==> config.mk <==
export PLATFORM = sky130hd
export DESIGN_NAME = wb_stream_arbiter
export DESIGN_NICKNAME = d
export VERILOG_FILES = /design/src/rtl/wb_stream_arbiter.sv
export SDC_FILE = /design/constraint.sdc
export NUM_CORES = 1
export LEC_CHECK = 0
export CAP_MARGIN = 0
export CORE_AREA = 2 2 131 133
export DETAILED_ROUTE_END_ITERATION = 10
export DIE_AREA = 0 0 133 135
export SETUP_SLACK_MARGIN = 0.02
export SYNTH_ARGS = -nofsm -noshare
export SYNTH_HDL_FRONTEND = slang
export SYNTH_SLANG_ARGS = --single-unit
==> constraint.sdc <==
create_clock -name wb_clk_i -period 2.5 [get_ports wb_clk_i]
set_input_delay 0.5 -clock wb_clk_i [delete_from_list [all_inputs] [get_ports wb_clk_i]]
set_output_delay 0.5 -clock wb_clk_i [all_outputs]
set_load 0.005 [all_outputs]
==> src/rtl/wb_stream_arbiter.sv <==
// wb_stream_arbiter
//   Two-master to one-slave Wishbone arbiter with a stall watchdog.
//   An idle bus is arbitrated in one cycle, using a last-served pointer so
//   that neither master can starve the other. The winner keeps the bus for
//   its whole cycle, whatever the burst length. A watchdog aborts a cycle
//   whose strobe has gone unanswered for TIMEOUT cycles.
//
// Ports
//   wb_clk_i, wb_rst_ni          clock, asynchronous active-low reset
//   m0_*_i / m1_*_i              master request side (adr, dat, sel, we,
//                                cyc, stb, cti, bte)
//   m0_*_o / m1_*_o              master response side (dat, ack, err, rty)
//   s_*_o                        slave request side, muxed from the owner
//   s_dat_i, s_ack_i/err_i/rty_i slave responses
//   grant_o                      one-hot owner (00 = idle)
//   timeout_o                    one-cycle pulse when the watchdog aborts
module wb_stream_arbiter #(
  parameter int WB_AW   = 32,
  parameter int WB_DW   = 32,
  parameter int TIMEOUT = 256
) (
  input  logic                 wb_clk_i,
  input  logic                 wb_rst_ni,
  // master 0
  input  logic [WB_AW-1:0]     m0_adr_i,
  input  logic [WB_DW-1:0]     m0_dat_i,
  input  logic [WB_DW/8-1:0]   m0_sel_i,
  input  logic                 m0_we_i,
  input  logic                 m0_cyc_i,
  input  logic                 m0_stb_i,
  input  logic [2:0]           m0_cti_i,
  input  logic [1:0]           m0_bte_i,
  output logic [WB_DW-1:0]     m0_dat_o,
  output logic                 m0_ack_o,
  output logic                 m0_err_o,
  output logic                 m0_rty_o,
  // master 1
  input  logic [WB_AW-1:0]     m1_adr_i,
  input  logic [WB_DW-1:0]     m1_dat_i,
  input  logic [WB_DW/8-1:0]   m1_sel_i,
  input  logic                 m1_we_i,
  input  logic                 m1_cyc_i,
  input  logic                 m1_stb_i,
  input  logic [2:0]           m1_cti_i,
  input  logic [1:0]           m1_bte_i,
  output logic [WB_DW-1:0]     m1_dat_o,
  output logic                 m1_ack_o,
  output logic                 m1_err_o,
  output logic                 m1_rty_o,
  // slave
  output logic [WB_AW-1:0]     s_adr_o,
  output logic [WB_DW-1:0]     s_dat_o,
  output logic [WB_DW/8-1:0]   s_sel_o,
  output logic                 s_we_o,
  output logic                 s_cyc_o,
  output logic                 s_stb_o,
  output logic [2:0]           s_cti_o,
  output logic [1:0]           s_bte_o,
  input  logic [WB_DW-1:0]     s_dat_i,
  input  logic                 s_ack_i,
  input  logic                 s_err_i,
  input  logic                 s_rty_i,
  // status
  output logic [1:0]           grant_o,
  output logic                 timeout_o
);

  localparam logic [1:0] IDLE = 2'b00;
  localparam logic [1:0] GNT0 = 2'b01;
  localparam logic [1:0] GNT1 = 2'b10;

  logic [1:0] state, state_nxt;
  logic       last_gnt, last_gnt_nxt;  // 0: m0 served last, 1: m1 served last
  logic       arb_en;                  // low for the first edge after reset release
  logic       cyc_req, stb_req;        // owner's cyc/stb before abort gating
  logic       resp_any;
  logic       abort;

  assign grant_o  = state;
  assign resp_any = s_ack_i | s_err_i | s_rty_i;

  // Request path: owner's inputs straight through, everything quiet when idle
  always_comb begin
    s_adr_o = '0;
    s_dat_o = '0;
    s_sel_o = '0;
    s_we_o  = 1'b0;
    s_cti_o = 3'b000;
    s_bte_o = 2'b00;
    cyc_req = 1'b0;
    stb_req = 1'b0;
    case (state)
      GNT0: begin
        s_adr_o = m0_adr_i;
        s_dat_o = m0_dat_i;
        s_sel_o = m0_sel_i;
        s_we_o  = m0_we_i;
        s_cti_o = m0_cti_i;
        s_bte_o = m0_bte_i;
        cyc_req = m0_cyc_i;
        stb_req = m0_stb_i;
      end
      GNT1: begin
        s_adr_o = m1_adr_i;
        s_dat_o = m1_dat_i;
        s_sel_o = m1_sel_i;
        s_we_o  = m1_we_i;
        s_cti_o = m1_cti_i;
        s_bte_o = m1_bte_i;
        cyc_req = m1_cyc_i;
        stb_req = m1_stb_i;
      end
      default: ;
    endcase
  end

  // An abort drops the bus in the same cycle it is detected
  assign s_cyc_o = cyc_req & ~abort;
  assign s_stb_o = stb_req & ~abort;

  // Response path: data broadcast, handshakes only to the owner. In the
  // abort cycle the slave is ignored and the owner sees err alone.
  assign m0_dat_o = s_dat_i;
  assign m1_dat_o = s_dat_i;
  assign m0_ack_o = (state == GNT0) & s_ack_i & ~abort;
  assign m0_rty_o = (state == GNT0) & s_rty_i & ~abort;
  assign m0_err_o = (state == GNT0) & (abort | s_err_i);
  assign m1_ack_o = (state == GNT1) & s_ack_i & ~abort;
  assign m1_rty_o = (state == GNT1) & s_rty_i & ~abort;
  assign m1_err_o = (state == GNT1) & (abort | s_err_i);

  // Stall watchdog
  generate
    if (TIMEOUT > 0) begin : g_wdog
      localparam int CW = $clog2(TIMEOUT + 1);
      logic [CW-1:0] wd_cnt;
      logic          stalled;

      assign stalled = stb_req & ~resp_any;
      assign abort   = stalled && (wd_cnt == CW'(TIMEOUT - 1));

      always_ff @(posedge wb_clk_i or negedge wb_rst_ni) begin
        if (!wb_rst_ni)
          wd_cnt <= '0;
        else if (!stalled || abort)
          wd_cnt <= '0;
        else if (wd_cnt != CW'(TIMEOUT))
          wd_cnt <= wd_cnt + CW'(1);
      end
    end else begin : g_no_wdog
      assign abort = 1'b0;
    end
  endgenerate

  assign timeout_o = abort;

  // Arbitration and cycle tracking
  always_comb begin
    state_nxt    = state;
    last_gnt_nxt = last_gnt;
    case (state)
      IDLE: begin
        if (arb_en) begin
          if (m0_cyc_i && m1_cyc_i)
            state_nxt = last_gnt ? GNT0 : GNT1;
          else if (m0_cyc_i)
            state_nxt = GNT0;
          else if (m1_cyc_i)
            state_nxt = GNT1;
        end
      end
      GNT0: begin
        if (abort || !m0_cyc_i) begin
          state_nxt    = IDLE;
          last_gnt_nxt = 1'b0;
        end
      end
      GNT1: begin
        if (abort || !m1_cyc_i) begin
          state_nxt    = IDLE;
          last_gnt_nxt = 1'b1;
        end
      end
      default: state_nxt = IDLE;
    endcase
  end

  always_ff @(posedge wb_clk_i or negedge wb_rst_ni) begin
    if (!wb_rst_ni) begin
      state    <= IDLE;
      last_gnt <= 1'b1;
      arb_en   <= 1'b0;
    end else begin
      state    <= state_nxt;
      last_gnt <= last_gnt_nxt;
      arb_en   <= 1'b1;
    end
  end

endmodule
=== After elaboration in Yosys (flattened, before gate mapping) ===
Index checks and enable logic that the tools add are counted.

* Input bits: 189
* Register bits: 13
* Logic and storage cells: 65

* Bitwise logic cells: 18
* Mux-type cells: 21
* Eq/ne operators: 8
* Add/sub/neg operators: 1
* Reduce and logical (&&, ||, !) cells: 13

{| class="wikitable"
|+ Operator list
! kind !! count
|-
| $pmux W32 S2 || 2
|-
| $mux W9 || 2
|-
| $mux W2 || 7
|-
| $and A1 B1 Y1 || 13
|-
| $add A9 B1 Y9 const B || 1
|-
| $eq A9 B8 Y1 const B || 1
|-
| $ne A9 B9 Y1 const B || 1
|-
| $pmux W1 S2 || 4
|-
| $pmux W4 S2 || 1
|-
| $pmux W2 S3 || 1
|-
| $pmux W3 S2 || 1
|-
| $ne A2 B1 Y1 const B || 2
|-
| $ne A4 B4 Y1 const B || 1
|-
| $pmux W2 S2 || 1
|-
| $reduce_and A4 Y1 || 1
|-
| $reduce_bool A2 Y1 || 2
|-
| $logic_not A1 Y1 || 3
|-
| $logic_or A1 B1 Y1 || 3
|-
| $or A1 B1 Y1 || 3
|-
| $reduce_and A3 Y1 || 1
|-
| $eq A2 B1 Y1 const B || 1
|-
| $eq A2 B2 Y1 const B || 1
|-
| $logic_and A1 B1 Y1 || 2
|-
| $logic_not A2 Y1 || 1
|-
| other kinds (3) || 5
|}

=== Depth between registers and ports, before layout ===
* Word-level depth: 8
* Mapped depth: 8
* Mapped depth without buffers: 7

=== Worst setup path after synthesis ===
No wires, ideal clock.

* Kind: register to output
* Start point: register state[0], in the netlist grant_o[0]
* End point: output port s_cyc_o
* Stages on the path, launching flop included: 9
* Arrival: 1,608 ps
* Required time: 2,000 ps
* Buffers on the path: 2
* Slack: 392 ps
* Path through: dfrtp_1 > inv_1 > ha_1 > buf_2 > a22o_1 > and3_1 > buf_6 > or2_1 > nor2_1

* Cells in the longest elaborated chain, start to end: 6

{| class="wikitable"
|+ RTL lines
! element !! RTL line !! text
|-
| start, declared || 72 || <nowiki>logic [1:0] state, state_nxt;</nowiki>
|-
| start signal, assigned || 194 || <nowiki>state <= state_nxt;</nowiki>
|-
| $eq A2 B2 Y1 or $eq A2 B1 Y1 (tied branches) || 92 || <nowiki>case (state)</nowiki>
|-
| $pmux W1 S2 * || 92 ||
|-
| $and A1 B1 Y1 * || 139 || <nowiki>assign stalled = stb_req & ~resp_any;</nowiki>
|-
| $logic_and A1 B1 Y1 * || 140 || <nowiki>assign abort = stalled && (wd_cnt == CW'(TIMEOUT - 1));</nowiki>
|-
| named net timeout_o || 65 || <nowiki>output logic timeout_o</nowiki>
|-
| $not A1 Y1 * || 118 || <nowiki>assign s_cyc_o = cyc_req & ~abort;</nowiki>
|-
| $and A1 B1 Y1 * || 118 ||
|-
| end, declared || 55 || <nowiki>output logic s_cyc_o,</nowiki>
|}

The timed path passes the listed nets; every way through them passes the cells marked *.

=== Worst setup path in the final report ===
* Start point: register state[0], in the netlist grant_o[0]
* End point: output port s_cyc_o

* Cells in the longest elaborated chain, start to end: 6

{| class="wikitable"
|+ RTL lines
! element !! RTL line
|-
| $eq A2 B2 Y1 or $eq A2 B1 Y1 (tied branches) || 92
|-
| $pmux W1 S2 || 92
|-
| $and A1 B1 Y1 || 139
|-
| $logic_and A1 B1 Y1 || 140
|-
| $not A1 Y1 || 118
|-
| $and A1 B1 Y1 * || 118
|}

Every way passes the cells marked *; elsewhere a longest branch is shown, timed or not.

==> results.md <==
* Syn Std Cell Area at 2198 sq um
* ANT cells at 0
* Fraction of layout cells with a size suffix above 1 at 0.1756
* Initial core utilization at 0.1340
* CTS clock-pin slew for the worst setup and hold paths at 0.05 ns
* TNS Setup at 0 ns
* Largest area contributor in the netlist: sky130_fd_sc_hd__a22oi_1
* Crit end category: output pin
* Die X-Extent at 133 microns
* Post-Syn Area per Cell at 6.785 sq um
* Detailed placer's ending HPWL at 9103 microns
* H-tree depth reported by CTS at 1
* Minimum setup slack in the final design at 0.03782 ns
* Ratio of final minimum period to clock period at 0.9849
* Setup slack on the worst flop-to-flop path at 0.57 ns
* Cell-by-cell listing of the critical path: inv_2, buf_6, ha_4, nor4b_4, and3_4, buf_6, or2_1, nor2_1, buf_2
* Area fraction in and, or, nand and nor cells after synthesis at 0.2140
* Buffer cell driving the clock tree root: sky130_fd_sc_hd__clkbuf_16
* Cell Rows at 47
* Area overhead of the layout relative to synthesis at 134.5%
* Hold-fix buffer count after cts at 0
* Peak fanout along the critical path at 5
* Power per cell area at 808.5 nW/um^2
* Area share of the leading cell type in the synthesized netlist at 0.2561
* Peak VDD IR at 0.4714 mV
* Arrival @ worst endpoint at 1.96 ns
* End of the worst register-to-register path: last_gnt
* Fraction of synthesized cell area in xor and xnor cells at 0.01594
* Path depth of the worst reg2reg path at 9
* Delay-heaviest family, CP: simple AND/OR/NAND/NOR gates
* Post-DRT Antenna Nets at 0
* Last weighted congestion value of the routability-driven placer at 0.7766
* Share of synthesized area spent on multiplexers at 0.009106
* Wirelength, routed at 13490 microns
* Via count of the first global-routing pass at 3141
* Clock buffers created by TritonCTS at 3
* Cell variety after synth at 31
* Source of the worst register-to-register timing path: grant_o[0]
* Starting DRT DRC Count at 119
* Leakage at 2.331 nW
* Fraction of the mapped netlist area in adder cells at 0.03415
* Final instance area at 5156 sq um
* Per-cell via count in the routed design at 4.206
* Critical Path Start Type: flip-flop
* Synth Warn # at 0
* Worst max-slew margin expressed relative to the limit at 0.5796
* Worst slack at placement at -0.2603 ns
* Synth area leaders: sky130_fd_sc_hd__a22oi_1 26%, sky130_fd_sc_hd__buf_4 22%, sky130_fd_sc_hd__nor2_1 14%
* GRT Residual Overflow at 0
* Max frequency at 406.1 MHz
* Antenna violations before repair at 0
* CTS tree: built
* Post-Route Skew at 0.003105 ns
* Area of the core at 16410 sq um
* Final Critical Period at 2.462 ns
* Type of the worst setup path: reg2out
* Critical path buffers and inverters at 4
* Number of nets in the layout at 720
* Transition time at the pin with the least slew margin at 0.6286 ns
* Total number of cells along the worst setup path at 9
* Clock sink total at 13
* Gr usage total at 0.1317
* Number of detailed-routing iterations run before antenna repair at 5
* Pin count of the biggest net entering global routing at 41
* Synthesized instance count at 324
* Cell area reported after detailed placement at 4584 sq um
* Count of maximum capacitance violations at 0
* Routed length per instance at 18.13 microns
* Outcome: finished clean
* Required time of the worst setup path at 2.00 ns
* # DRC at 0
* Complex-gate fraction of the synthesized area at 0.2937
* Number of max-slew violations in the final report at 0
* First-pass GRT wire length at 18580 microns
* Class of the tightest hold or removal check: reg2reg
* Synthesized net count at 519
* Cell with the biggest individual delay on the critical path: sky130_fd_sc_hd__dfrtp_1
* Unrepaired setup endpoints after global routing: yes
* Clock insertion delay at the later pin of the skew report at 0.24 ns
* Total vias in the final route at 3129
* Clock Path Buffers at 2
* Total of buffers placed on input and output ports at 241
* Die area at 17960 sq um
* CP Launch Point: grant_o[0]
* Final-report setup violation count at 0
* Crit path top cell by count: sky130_fd_sc_hd__buf_6
* Combinational family with the most area after synthesis: compound AO/OA/AOI/OAI gates
* Proportion of synthesized chip area in sequential cells at 0.1485
* Max stage delay on crit path at 0.39 ns
* Flop and latch count out of synthesis at 13
* CP endpoint: s_cyc_o
* I/O pins at 338
* Die outline height at 135 microns
* Number of hold violations in the final report at 0
## cell usage in the layout (no fill, tap or decap), drive strengths merged
| master | instances |
|---|---|
| clkdlybuf4s50 | 163 |
| ha | 6 |
| o21ai | 5 |
| mux2i | 2 |
| dfrtp | 12 |
| clkinv | 1 |
| dlygate4sd2 | 61 |
| xor2 | 1 |
| or2 | 1 |
| inv | 8 |
| nand3 | 5 |
| clkdlybuf4s15 | 1 |
| nor2 | 81 |
| nand3b | 2 |
| nor4b | 3 |
| nand4 | 1 |
| conb | 1 |
| o21a | 2 |
| nand2 | 7 |
| a22o | 2 |
| dfstp | 1 |
| buf | 40 |
| or3 | 2 |
| dlymetal6s2s | 11 |
| nand2b | 2 |
| and3 | 1 |
| a21oi | 5 |
| nor3 | 1 |
| and2 | 4 |
| clkbuf | 10 |
| bufbuf | 4 |
| a22oi | 75 |
| xnor2 | 3 |
## synthesized netlist by cell type (all sizes together)
library cell / n
a21oi: 5
a22o: 2
a22oi: 75
and2: 4
and3: 1
buf: 74
clkbuf: 17
conb: 1
dfrtp: 12
dfstp: 1
ha: 6
inv: 8
mux2i: 2
nand2: 7
nand2b: 2
nand3: 5
nand3b: 2
nand4: 1
nor2: 81
nor3: 1
nor4b: 3
o21a: 2
o21ai: 5
or2: 1
or3: 2
xnor2: 3
xor2: 1
## worst min-delay path by stage
stage,startpoint,to,slack (ns),cells past startpoint
final,last_gnt,last_gnt,0.56,1
after global routing,last_gnt,last_gnt,0.57,1
after CTS,last_gnt,last_gnt,0.56,1
after detailed placement,last_gnt,last_gnt,0.55,1
after global placement,last_gnt,last_gnt,0.56,1
after floorplan,wb_rst_ni,arb_en,0.20,0
## metrics by stage
stage,hold slack [ns],util,total power [mW],std cells
final,0.5591,0.3143,4.169,744
after global routing,0.5720,0.3143,4.469,744
after CTS,0.5578,0.3021,3.987,737
after detailed placement,0.5542,0.2794,3.108,722
after global placement,0.5649,0.2794,3.106,722
after floorplan,0.2044,-,1.497,324
## sequential cells by signal, summed over array words and instances, names as in the netlist
signal         cells
last_gnt           1
arb_en             1
grant_o            2
g_wdog.wd_cnt      9
## power by group
| group | total [mW] | internal [mW] | switching (mW) |
|---|---|---|---|
| sequential | 0.255 | 0.239 | 0.0159 |
| clock | 0.309 | 0.213 | 0.0953 |
| combinational | 3.60 | 2.00 | 1.61 |
| total | 4.17 | 2.45 | 1.72 |
## cell families after synthesis
family,Yosys count
buffers and inverters,99
other,1
XOR/XNOR,4
adder cells (fa/ha/maj),6
AO/OA/AOI/OAI,89
flip-flops,13
AND/OR/NAND/NOR,110
multiplexers,2
## layout make-up
cell class | instances | area, sq um
Tap cell | 220 | 275.3
Clock buffer | 3 | 75.07
Fill cell | 1730 | 11250
Clock inverter | 1 | 5.005
Inverter | 8 | 32.53
Sequential cell | 13 | 326.6
Multi-Input combinational cell | 212 | 1438
Timing Repair Buffer | 287 | 3004
## metal layers
layer	vias to the layer above	GRT usage	part of all wire
met4	0	0.02688	0.015
li1	1473	-	-
met3	22	0.02965	0.073
met5	-	0	0
met1	1471	0.1679	0.43
met2	163	0.2283	0.48
## repair_timing
action	4_1_cts	5_1_grt
resized for setup	104	35
pin swaps	9	4
hold endpoints to repair	0	0
buffers inserted	5	3
cloned	6	4
endpoints found under the setup margin	72	30
(Power assumes the default switching activity.)
